==> config.mk <==
export PLATFORM = sky130hd
export DESIGN_NAME = tdm_demux
export DESIGN_NICKNAME = d
export VERILOG_FILES = /design/src/rtl/tdm_demux.sv
export SDC_FILE = /design/constraint.sdc
export NUM_CORES = 1
export LEC_CHECK = 0
export CAP_MARGIN = 10
export CORE_MARGIN = 4
export CORE_UTILIZATION = 45
export CTS_CLUSTER_SIZE = 20
export DETAILED_ROUTE_END_ITERATION = 8
export GPL_TIMING_DRIVEN = 0
export PLACE_DENSITY = 0.69
export SYNTH_ARGS = -nofsm -noshare
export SYNTH_HDL_FRONTEND = slang
export SYNTH_SLANG_ARGS = --single-unit
==> constraint.sdc <==
create_clock -name clk -period 3 [get_ports clk]
set_clock_uncertainty 0.05 [all_clocks]
set_input_delay 0.6 -clock clk [delete_from_list [all_inputs] [get_ports clk]]
set_output_delay 0.6 -clock clk [all_outputs]
set_load 0.1 [all_outputs]
==> src/rtl/tdm_demux.sv <==
// 1:2 time-division demultiplexer: collects a sync-marked 2*WIDTH-bit serial frame
// and presents channel A (first half) and channel B (second half) words with a valid pulse.
module tdm_demux #(
   parameter int unsigned WIDTH = 4
) (
   input  logic             clk,
   input  logic             rst,
   input  logic             din,
   input  logic             sync,
   output logic [WIDTH-1:0] a,
   output logic [WIDTH-1:0] b,
   output logic             valid,
   output logic             err
);

   localparam int unsigned FW = 2 * WIDTH;
   localparam int unsigned CW = $clog2(FW);
   localparam logic [CW-1:0] LastBit = CW'(FW - 1);

   typedef enum logic {StHunt, StRecv} state_t;

   state_t          state_q, state_d;
   logic [CW-1:0]   cnt_q, cnt_d;
   logic [FW-1:0]   sr_q, sr_d;
   logic [WIDTH-1:0] a_q, a_d, b_q, b_d;
   logic            valid_q, valid_d;
   logic            err_q, err_d;
   logic [FW-1:0]   frame;

   // Shift register contents including the bit sampled on this edge.
   assign frame = {sr_q[FW-2:0], din};

   always_comb begin
      state_d = state_q;
      cnt_d   = cnt_q;
      sr_d    = sr_q;
      a_d     = a_q;
      b_d     = b_q;
      valid_d = 1'b0;
      err_d   = 1'b0;
      case (state_q)
         StHunt: begin
            if (sync) begin
               sr_d    = frame;
               cnt_d   = CW'(1);
               state_d = StRecv;
            end
         end
         StRecv: begin
            sr_d = frame;
            if (sync) begin
               // Early sync aborts the partial frame and restarts on this bit.
               err_d = 1'b1;
               cnt_d = CW'(1);
            end else if (cnt_q == LastBit) begin
               a_d     = frame[FW-1:WIDTH];
               b_d     = frame[WIDTH-1:0];
               valid_d = 1'b1;
               cnt_d   = '0;
               state_d = StHunt;
            end else begin
               cnt_d = cnt_q + CW'(1);
            end
         end
         default: state_d = StHunt;
      endcase
   end

   always_ff @(posedge clk or posedge rst) begin
      if (rst) begin
         state_q <= StHunt;
         cnt_q   <= '0;
         sr_q    <= '0;
         a_q     <= '0;
         b_q     <= '0;
         valid_q <= 1'b0;
         err_q   <= 1'b0;
      end else begin
         state_q <= state_d;
         cnt_q   <= cnt_d;
         sr_q    <= sr_d;
         a_q     <= a_d;
         b_q     <= b_d;
         valid_q <= valid_d;
         err_q   <= err_d;
      end
   end

   assign a     = a_q;
   assign b     = b_q;
   assign valid = valid_q;
   assign err   = err_q;

endmodule

==> results of run 1 <==
per-stage QoR:
stage / instance area, um^2 / worst slack (ns)
2_1_floorplan: 871 / 1.45
3_3_place_gp: 1030 / 0.885
3_5_place_dp: 1030 / 0.880
4_1_cts: 1060 / 0.511
5_1_grt: 1060 / 0.467
6_report: 1060 / 0.527
placed cells by master, fill, tap and decap left out, drive strengths merged, types with 2 or more instances in the layout:
cell type,count
dfrtp,21
mux2,15
clkdlybuf4s50,13
clkbuf,3
inv,3
nor2,3
mux2i,2
ha,2
sequential cells by signal, indices dropped and copies added (netlist names):
signal	count
cnt_q	3
state_q	1
valid	1
err	1
b	4
sr_q	7
a	4
how the worst max path moves through the flow:
stage,slack [ns],startpoint,depth (start not counted),end
finish,0.53,b[0]$_DFFE_PP0P_,1,b[0]
global route,0.47,b[0]$_DFFE_PP0P_,1,b[0]
CTS,0.51,b[0]$_DFFE_PP0P_,1,b[0]
detailed placement,0.88,b[0]$_DFFE_PP0P_,1,b[0]
global placement,0.89,b[3]$_DFFE_PP0P_,1,b[3]
floorplan,1.45,a[0]$_DFFE_PP0P_,0,a[0]
kinds of logic after synthesis:
logic type	after synthesis	synth area share
multiplexers	17	0.251
AO/OA/AOI/OAI	2	0.0187
adder cells (fa/ha/maj)	2	0.0287
AND/OR/NAND/NOR	6	0.0618
flip-flops	21	0.603
buffers and inverters	4	0.0359
metal layers:
metal / track usage / vias to the layer above
met4: 0.0655 / 0
li1: - / 210
met3: 0.0258 / 5
met5: 0 / -
met2: 0.190 / 11
met1: 0.133 / 230
layout make-up:
| class | count | area (um^2) | area share |
|---|---|---|---|
| plain buffers | 1 | 20.0 | 0.0189 |
| repair buffers | 13 | 130 | 0.123 |
| flip-flops and latches | 21 | 526 | 0.496 |
| clock buffers | 3 | 22.5 | 0.0213 |
| multi-input cells | 27 | 314 | 0.296 |
| clock inverters | 1 | 5.00 | 0.00472 |
| inverters | 3 | 11.3 | 0.0106 |
| well taps | 25 | 31.3 | 0.0295 |
==> summary.md, run 1 <==
| Metric | Value |
|---|---|
| Vias post-DR | 456 |
| Avg Cell Area, Syn | 16.7 um^2 |
| Non-Filler Instances | 94 |
| Crit-path slowest cell | clkdlybuf4s50_1 |
| Clk root buf | clkbuf_4 |
| CTS resizes | 0 |
| Placed Cells | 90 |
| Mapped Cells | 52 |
| Crit. End Element | output port |
| CP peak stage delay | 1.14 ns |
| Clk slew on worst S/H paths | 0.12 ns |
| Detailed placement HPWL | 894 um |
| TritonCTS clock tree | done |
| FF-to-FF setup slack | 1.46 ns |
| RSZ-0062 raised after global routing | no |
| Top sig layer | met4 |
| Antenna Violating Nets Remaining | 0 |
| Met1 WL | 573 um |
| Later-pin clock latency in the skew report | 0.31 ns |
| First-pass GRT wire length | 2250 um |
| TritonCTS buffer count | 3 |
| Synthesis Warnings | 0 |
| Die area | 2700 um^2 |
| Worst-path cell chain | clkdlybuf4s50_1 |
| Period minus WS final | 2.47 ns |
| CP max FO | 2 |
| Buffers on Ports | 13 |
| Total congestion overflow | 0 |
| Std-Cell Rows | 15 |
| # hold bufs at CTS | 0 |
| Initial Utilization | 0.488 |
| WHS | 0.472 ns |
| Yosys reg bits | 21 |
| CP delay by family, top | buffers and inverters |
| Area contributors post-synth | dfrtp_1 60%, mux2_4 14%, mux2_2 9.1% |
| R2r startpoint | cnt_q[0]$_DFFE_PP0P_ |
| Tightest Hold Check Type | register to register |
| Worst Tran Pin Value | 0.970 ns |
| GPL Wtd Cong | 0.727 |
| Hold path start | sr_q[6]$_DFFE_PP0P_ |
| Most frequently used flop master after synthesis | dfrtp_1 |
| Longest Clk Path Bufs | 2 |
| Sequential share of the synthesized area | 0.603 |
| Syn_nets | 58 |
| WL met2 | 582 um |
| H-tree depth | 1 |
| Most common cell in the netlist | dfrtp_1 |
| Synth cell count leaders | 21 x dfrtp_1, 8 x mux2_4, 7 x mux2_2 |
| Final hold vios | 0 |
| Crit start category | register |
| DIE WIDTH | 52.0 um |
| Unique cell type count in the Yosys netlist | 15 |
| Status | complete, no violations |
| Final setup fails | 0 |
| Initial antenna violation count | 0 |
| Worst hold endpoint | a[3]$_DFFE_PP0P_ |
| DRT Pass-1 Iters | 1 |
| Total Routing Usage GR | 0.114 |
| FF-to-FF End | a[3]$_DFFE_PP0P_ |
| Worst-case reg-to-reg path depth | 4 |
| Die Ht | 52.0 um |
| Largest net degree at the start of global routing | 22 |
| Final worst path period share | 0.824 |
| Initial DRC Count | 0 |
| # diodes | 0 |
| Final Slew Violations | 0 |
| DRC errors left | 0 |
| Core area | 1780 um^2 |
| Final nets | 76 |
| DR WL/cell | 13.2 um |
| Max-cap viol count | 0 |
| Share of cells above drive strength 1 | 0.362 |
| Headroom to the max-slew limit | 0.351 |
| CP Class | register to output port |
| Vias in the first global route | 509 |
| Cell taking the most area after synthesis | dfrtp_1 |
| Post-synth EDFFs | 0 |
| Hold Crit Depth | 1 |
| Post-synth ARST share | 1.00 |
| Final wirelength | 1240 um |
| Synth-to-Final Area Change | 21.7% |
| Total clock sinks | 21 |
| Post-CTS Setup Inserts | 0 |
| Synth Cell Area | 871 um^2 |
| CP required | 2.35 ns |
| Met3 WL | 51 um |
| I/O Pins | 14 |
| CP Buf/Inv Count | 1 |
| Maximum clock rate | 0.404 GHz |
| Post-synth top area share | 0.603 |
| Fin Setup TNS | 0 ns |
| Final Util | 0.594 |
| DR vias/cell | 4.85 |
| Critical path arrival | 1.82 ns |
| # fillers | 151 |
Power of run 1 is left out: the tool's default activity adds up to more than one toggle a clock period on the data nets, which glitch-free logic cannot reach.
==> run 2: changes to the inputs <==
Clock period 3 ns to 2.6 ns, I/O delays scaled along.
==> results of run 2 <==
The final DEF is identical to that of run 1. Status: complete, no violations.
Among the figures that moved: setup slack after placement 0.880 ns -> 0.560 ns; setup slack after layout 0.527 ns -> 0.207 ns; register-to-register setup slack 1.46 ns -> 1.06 ns
Power of run 2 is left out for the same reason.
